===== config.mk =====
export PLATFORM = sky130hd
export DESIGN_NAME = reg_bus_arbiter
export DESIGN_NICKNAME = d
export VERILOG_FILES = /design/src/rtl/reg_bus_arbiter.sv
export SDC_FILE = /design/constraint.sdc
export NUM_CORES = 1
export LEC_CHECK = 0
export CAP_MARGIN = 20
export CORE_UTILIZATION = 44
export DETAILED_ROUTE_END_ITERATION = 6
export GPL_TIMING_DRIVEN = 0
export PLACE_DENSITY = 0.88
export SYNTH_ARGS = -nofsm -noshare
export SYNTH_HDL_FRONTEND = slang
export SYNTH_SLANG_ARGS = --single-unit

===== constraint.sdc =====
create_clock -name clk -period 3.01 [get_ports clk]
set_input_delay 0.602 -clock clk [delete_from_list [all_inputs] [get_ports clk]]
set_output_delay 0.602 -clock clk [all_outputs]
set_load 0.02 [all_outputs]

===== src/rtl/reg_bus_arbiter.sv =====
// Two-master round-robin arbiter that shares one simple register interface.
// Each transaction gets a bounded lifetime through a saturating timeout counter.
module reg_bus_arbiter #(
  parameter int unsigned ADDR_WIDTH     = 32,
  parameter int unsigned DATA_WIDTH     = 32,
  parameter int unsigned TIMEOUT_CYCLES = 64
) (
  input  logic                  clk,
  input  logic                  rst,
  // master 0
  input  logic [ADDR_WIDTH-1:0] i_m0_reg_address,
  input  logic                  i_m0_reg_in_rdy,
  input  logic [DATA_WIDTH-1:0] i_m0_reg_in_data,
  output logic                  o_m0_reg_in_ack_stb,
  input  logic                  i_m0_reg_out_req,
  output logic                  o_m0_reg_out_rdy_stb,
  output logic [DATA_WIDTH-1:0] o_m0_reg_out_data,
  output logic                  o_m0_reg_invalid_addr,
  // master 1
  input  logic [ADDR_WIDTH-1:0] i_m1_reg_address,
  input  logic                  i_m1_reg_in_rdy,
  input  logic [DATA_WIDTH-1:0] i_m1_reg_in_data,
  output logic                  o_m1_reg_in_ack_stb,
  input  logic                  i_m1_reg_out_req,
  output logic                  o_m1_reg_out_rdy_stb,
  output logic [DATA_WIDTH-1:0] o_m1_reg_out_data,
  output logic                  o_m1_reg_invalid_addr,
  // downstream register bank
  output logic [ADDR_WIDTH-1:0] o_reg_address,
  output logic                  o_reg_in_rdy,
  output logic [DATA_WIDTH-1:0] o_reg_in_data,
  input  logic                  i_reg_in_ack_stb,
  output logic                  o_reg_out_req,
  input  logic                  i_reg_out_rdy_stb,
  input  logic [DATA_WIDTH-1:0] i_reg_out_data,
  input  logic                  i_reg_invalid_addr,
  // status
  output logic [1:0]            o_grant,
  output logic                  o_timeout_stb
);

  // A zero timeout still needs a legal one-bit counter; the compare is gated off.
  localparam int unsigned    CNT_W     = (TIMEOUT_CYCLES > 0) ? $clog2(TIMEOUT_CYCLES + 1) : 1;
  localparam logic [CNT_W-1:0] CNT_LIMIT = CNT_W'(TIMEOUT_CYCLES);
  localparam logic [CNT_W-1:0] CNT_MAX   = {CNT_W{1'b1}};
  localparam bit             TMO_EN    = (TIMEOUT_CYCLES != 0);

  typedef enum logic [1:0] {
    S_IDLE    = 2'd0,
    S_GRANT   = 2'd1,
    S_RELEASE = 2'd2
  } state_t;

  state_t                r_state, w_state;
  logic                  r_last, w_last;       // 1: m1 was granted last
  logic                  r_owner, w_owner;     // 1: m1 owns the bus
  logic                  r_is_write, w_is_write;
  logic [CNT_W-1:0]      r_cnt, w_cnt;
  logic [1:0]            r_grant, w_grant;
  logic [ADDR_WIDTH-1:0] r_reg_address, w_reg_address;
  logic [DATA_WIDTH-1:0] r_reg_in_data, w_reg_in_data;
  logic                  r_reg_in_rdy, w_reg_in_rdy;
  logic                  r_reg_out_req, w_reg_out_req;
  logic                  r_m0_in_ack, w_m0_in_ack;
  logic                  r_m0_out_rdy, w_m0_out_rdy;
  logic [DATA_WIDTH-1:0] r_m0_out_data, w_m0_out_data;
  logic                  r_m0_inv, w_m0_inv;
  logic                  r_m1_in_ack, w_m1_in_ack;
  logic                  r_m1_out_rdy, w_m1_out_rdy;
  logic [DATA_WIDTH-1:0] r_m1_out_data, w_m1_out_data;
  logic                  r_m1_inv, w_m1_inv;
  logic                  r_timeout, w_timeout;

  // transaction completion, routed to the owning master
  logic                  w_fin;
  logic                  w_fin_inv;
  logic [DATA_WIDTH-1:0] w_fin_data;

  logic                  w_m0_req, w_m1_req;
  logic                  w_sel;
  logic                  w_sel_wr;
  logic [ADDR_WIDTH-1:0] w_sel_addr;
  logic [DATA_WIDTH-1:0] w_sel_data;
  logic                  w_match;

  // Request decode and round-robin pick (m1 wins unless m0 has the turn or is alone).
  assign w_m0_req   = i_m0_reg_in_rdy | i_m0_reg_out_req;
  assign w_m1_req   = i_m1_reg_in_rdy | i_m1_reg_out_req;
  assign w_sel      = ~(w_m0_req & (~w_m1_req | r_last));
  assign w_sel_wr   = w_sel ? i_m1_reg_in_rdy  : i_m0_reg_in_rdy;
  assign w_sel_addr = w_sel ? i_m1_reg_address : i_m0_reg_address;
  assign w_sel_data = w_sel ? i_m1_reg_in_data : i_m0_reg_in_data;
  assign w_match    = r_is_write ? i_reg_in_ack_stb : i_reg_out_rdy_stb;

  // Next-state and next-output logic.
  always_comb begin
    w_state       = r_state;
    w_last        = r_last;
    w_owner       = r_owner;
    w_is_write    = r_is_write;
    w_cnt         = r_cnt;
    w_grant       = r_grant;
    w_reg_address = r_reg_address;
    w_reg_in_data = r_reg_in_data;
    w_reg_in_rdy  = r_reg_in_rdy;
    w_reg_out_req = r_reg_out_req;
    w_m0_in_ack   = 1'b0;
    w_m0_out_rdy  = 1'b0;
    w_m0_out_data = r_m0_out_data;
    w_m0_inv      = 1'b0;
    w_m1_in_ack   = 1'b0;
    w_m1_out_rdy  = 1'b0;
    w_m1_out_data = r_m1_out_data;
    w_m1_inv      = 1'b0;
    w_timeout     = 1'b0;
    w_fin         = 1'b0;
    w_fin_inv     = 1'b0;
    w_fin_data    = '0;

    case (r_state)
      S_IDLE: begin
        if (w_m0_req | w_m1_req) begin
          w_state       = S_GRANT;
          w_last        = w_sel;
          w_owner       = w_sel;
          w_is_write    = w_sel_wr;
          w_cnt         = '0;
          w_grant       = w_sel ? 2'b10 : 2'b01;
          w_reg_address = w_sel_addr;
          w_reg_in_data = w_sel_data;
          w_reg_in_rdy  = w_sel_wr;
          w_reg_out_req = ~w_sel_wr;
        end
      end
      S_GRANT: begin
        if (w_match) begin
          w_fin      = 1'b1;
          w_fin_inv  = i_reg_invalid_addr;
          w_fin_data = i_reg_out_data;
        end else if (TMO_EN && (r_cnt == CNT_LIMIT)) begin
          w_fin      = 1'b1;
          w_fin_inv  = 1'b1;
          w_fin_data = '0;
          w_timeout  = 1'b1;
        end else if (r_cnt != CNT_MAX) begin
          w_cnt = r_cnt + CNT_W'(1);
        end
        if (w_fin) begin
          w_state       = S_RELEASE;
          w_grant       = 2'b00;
          w_reg_in_rdy  = 1'b0;
          w_reg_out_req = 1'b0;
        end
      end
      S_RELEASE: begin
        w_state = S_IDLE;
      end
      default: begin
        w_state       = S_IDLE;
        w_grant       = 2'b00;
        w_reg_in_rdy  = 1'b0;
        w_reg_out_req = 1'b0;
      end
    endcase

    if (w_fin) begin
      if (r_owner) begin
        w_m1_inv = w_fin_inv;
        if (r_is_write) begin
          w_m1_in_ack = 1'b1;
        end else begin
          w_m1_out_rdy  = 1'b1;
          w_m1_out_data = w_fin_data;
        end
      end else begin
        w_m0_inv = w_fin_inv;
        if (r_is_write) begin
          w_m0_in_ack = 1'b1;
        end else begin
          w_m0_out_rdy  = 1'b1;
          w_m0_out_data = w_fin_data;
        end
      end
    end
  end

  // FSM state, round-robin pointer and transaction context.
  always_ff @(posedge clk) begin
    if (rst) begin
      r_state    <= S_IDLE;
      r_last     <= 1'b1;
      r_owner    <= 1'b0;
      r_is_write <= 1'b0;
      r_cnt      <= '0;
    end else begin
      r_state    <= w_state;
      r_last     <= w_last;
      r_owner    <= w_owner;
      r_is_write <= w_is_write;
      r_cnt      <= w_cnt;
    end
  end

  // Registered outputs toward both masters and the register bank.
  always_ff @(posedge clk) begin
    if (rst) begin
      r_grant       <= '0;
      r_reg_address <= '0;
      r_reg_in_data <= '0;
      r_reg_in_rdy  <= 1'b0;
      r_reg_out_req <= 1'b0;
      r_m0_in_ack   <= 1'b0;
      r_m0_out_rdy  <= 1'b0;
      r_m0_out_data <= '0;
      r_m0_inv      <= 1'b0;
      r_m1_in_ack   <= 1'b0;
      r_m1_out_rdy  <= 1'b0;
      r_m1_out_data <= '0;
      r_m1_inv      <= 1'b0;
      r_timeout     <= 1'b0;
    end else begin
      r_grant       <= w_grant;
      r_reg_address <= w_reg_address;
      r_reg_in_data <= w_reg_in_data;
      r_reg_in_rdy  <= w_reg_in_rdy;
      r_reg_out_req <= w_reg_out_req;
      r_m0_in_ack   <= w_m0_in_ack;
      r_m0_out_rdy  <= w_m0_out_rdy;
      r_m0_out_data <= w_m0_out_data;
      r_m0_inv      <= w_m0_inv;
      r_m1_in_ack   <= w_m1_in_ack;
      r_m1_out_rdy  <= w_m1_out_rdy;
      r_m1_out_data <= w_m1_out_data;
      r_m1_inv      <= w_m1_inv;
      r_timeout     <= w_timeout;
    end
  end

  assign o_grant               = r_grant;
  assign o_reg_address         = r_reg_address;
  assign o_reg_in_data         = r_reg_in_data;
  assign o_reg_in_rdy          = r_reg_in_rdy;
  assign o_reg_out_req         = r_reg_out_req;
  assign o_m0_reg_in_ack_stb   = r_m0_in_ack;
  assign o_m0_reg_out_rdy_stb  = r_m0_out_rdy;
  assign o_m0_reg_out_data     = r_m0_out_data;
  assign o_m0_reg_invalid_addr = r_m0_inv;
  assign o_m1_reg_in_ack_stb   = r_m1_in_ack;
  assign o_m1_reg_out_rdy_stb  = r_m1_out_rdy;
  assign o_m1_reg_out_data     = r_m1_out_data;
  assign o_m1_reg_invalid_addr = r_m1_inv;
  assign o_timeout_stb         = r_timeout;

endmodule


==> metrics.txt <==
status finished clean; Most used DFF post-synth dfxtp_1; antenna fix cells 0; Hold WC Path Type register to register; Tmin final approximately 2.5 ns; met2 Usage GRT 0.473; Total Routing Usage GR 0.306; # rows 43; RSZ-0062 raised after global routing false; Yosys top cell area share 0.473; cell total after placement 1,180; vias in the first global route roughly 6.7k; sequential fraction of the synthesis area 0.473; WP buf/inv 3; largest net degree at the start of global routing 17; antenna-violating nets left 0; Die W 122 µm; CP startpoint kind input pin; fin nets 1,190; iteration-0 DRC count of the detailed router 530; initial antenna violation count 0; gate count of the mapped netlist 693; Starting Density 0.455; GR Overflow Total 0; first-pass GRT wire length 34,900 µm; CP top delay family buffers and inverters; HPWL after DPL 17,200 µm; Avg Cell Area, Syn around 9.2 µm²; drt first pass iters 7; yosys warns 0; Max transition margin 0.557; clk root buf clkbuf_16; IO Pins ~310; Final Total Pwr ~6 mW; grt met1 use 0.375; slew of the pin with the lowest slew margin 0.665 ns; Hold Buf Count CTS 0; Num CTS Buffers 17; Pleak 3.72 nW; critical path type input pin to register; die area between 15,000 and 20,000 µm²; Hold Fails Final Rpt 0; fmax 0.392 GHz; post-synth top area cell dfxtp_1; Worst Path Required between 3 and 4 ns; Min Hold Slack ~0.45 ns; final instance count without filler cells 1,211; EDFF count, synth 0; Finish-stage setup viols 0; core area 14,000 µm²; CP peak stage delay 0.54 ns; RD Place Congestion about 0.87; Final period util 0.847; grt peak-use layer met2; setup_tns 0 ns; commonest non-fill, non-tap cell in the layout clkdlybuf4s50_1; clk_lat worst skew 0.42 ns; Area Overhead vs Synth 60.5%; CP arrival roughly 2.9 ns; Bufs on Longest Clock Path 2; slowest CP cell clkdlybuf4s50_1; grt met3 use 0.0757; MaxCap Viol Count 0; synth unique cells 49; clock-pin slew on the worst setup and hold paths 0.06 ns; Mapped Area ~6400 µm²; setup bufs post-CTS 0; clk_skew 0.00776 ns; Vert. Die Dim around 120 µm; CTS tree yes; final count of pins violating max slew 0; clk sinks 151; layout cell share with drive strength beyond 1 0.0553; Synth Net Count 864; via/cell ratio 5.68; most frequent cells in the layout clkdlybuf4s50_1 (307), dfxtp_1 (151), nor2_1 (74); CP Cell Sequence clkdlybuf4s50_1 > nor4_1 > nor3_2 > clkbuf_1 > buf_2 > nor2_1 > a211oi_1; post-layout util 0.730; # port buffers between 300 and 400; synthesis-stage register bit count 151; drt drc 0; worst vdd ir 0.000406 V; Area contributors post-synth dfxtp_1 (47%), mux2i_1 (10%), a211oi_1 (7.5%); post_cts resized 0; final wirelength 23,000 µm; routed length per instance 19.0 µm; ys async rst share 0; Via Count 6,883; Power Dens Cells 575 nW/µm²; H-tree Lvls 4; largest fanout on the critical path 10; Setup crit end kind register
state kept, by name, summed over array words and instances (netlist names), 2 cells and up:
| name | flops |
|---|---|
| o_m0_reg_out_data | 32 |
| o_m1_reg_out_data | 32 |
| o_reg_address | 32 |
| o_reg_in_data | 32 |
| r_cnt | 7 |
| o_grant | 2 |
| r_state | 2 |
worst register-to-register path, cell delays in order (launching register included):
cell      delay (ns)
dfxtp_1         0.30
clkbuf_1        0.38
nor2b_1         0.20
clkbuf_1        0.28
nand2_1         0.24
clkbuf_1        0.28
o21ai_0         0.24
a21oi_1         0.10
per-layer routing:
metal  part of all wire  vias up
met5                  0        -
met4              0.058        0
met3              0.074       94
met2               0.47      372
met1               0.40     3189
li1                   -     3228
power by group:
part           leakage, nW  switching [mW]  internal [mW]  total (mW)
Clock                0.291           0.816           1.23        2.05
Combinational         2.19           0.876          0.712        1.59
Sequential            1.24          0.0944           2.17        2.26
layout make-up:
class	instances	area, µm²
tap	180	225
timing repair buffer	307	3070
clock buffer	22	494
buffer	75	324
multi-input combinational	463	3030
sequential	151	3020
fill	981	3790
inverter	4	15.0
clock inverter	9	73.8
cells in the mapped netlist, types with 3 or more instances:
cell / count
and3_1: 3
o22a_1: 5
dfxtp_1: 151
a22o_1: 4
nand2_1: 4
a21oi_1: 67
inv_1: 4
nand4_1: 64
o21ai_0: 64
o21ai_1: 3
nor2b_1: 4
mux2i_1: 64
a211oi_1: 64
nor2_1: 74
and4b_1: 3
clkbuf_1: 60
buf_2: 10
nand2b_1: 3
nand3_1: 3
metrics by stage:
step | cell area [µm²] | worst slack (ns)
2_1_floorplan | 6390 | 1.05
3_3_place_gp | 9690 | 0.0111
3_5_place_dp | 9690 | 0.0282
4_1_cts | 10300 | 0.436
5_1_grt | 10300 | 0.247
6_report | 10300 | 0.460
final timing paths:
| kind | cells after the start | slack, ns | to | start |
|---|---|---|---|---|
| setup / recovery | 7 | 0.46 | o_reg_address[18] | i_m1_reg_in_rdy |
| hold / removal | 1 | 0.45 | o_reg_in_rdy | o_reg_in_rdy |
| setup reg to reg | 7 | 0.84 | o_m1_reg_out_data[17] | r_owner |
| hold reg to reg | 1 | 0.45 | o_reg_in_rdy | o_reg_in_rdy |
kinds of logic (layout without fill, tap and decap cells):
group	count (synthesis)	after routing	synth area share
AO/OA/AOI/OAI	222	222	0.217
adder cells (fa/ha/maj)	2	2	0.00392
buffers and inverters	79	417	0.0531
flip-flops	151	151	0.473
multiplexers	65	65	0.102
AND/OR/NAND/NOR	174	174	0.151
Note: power is estimated with default switching activity, not from simulation.
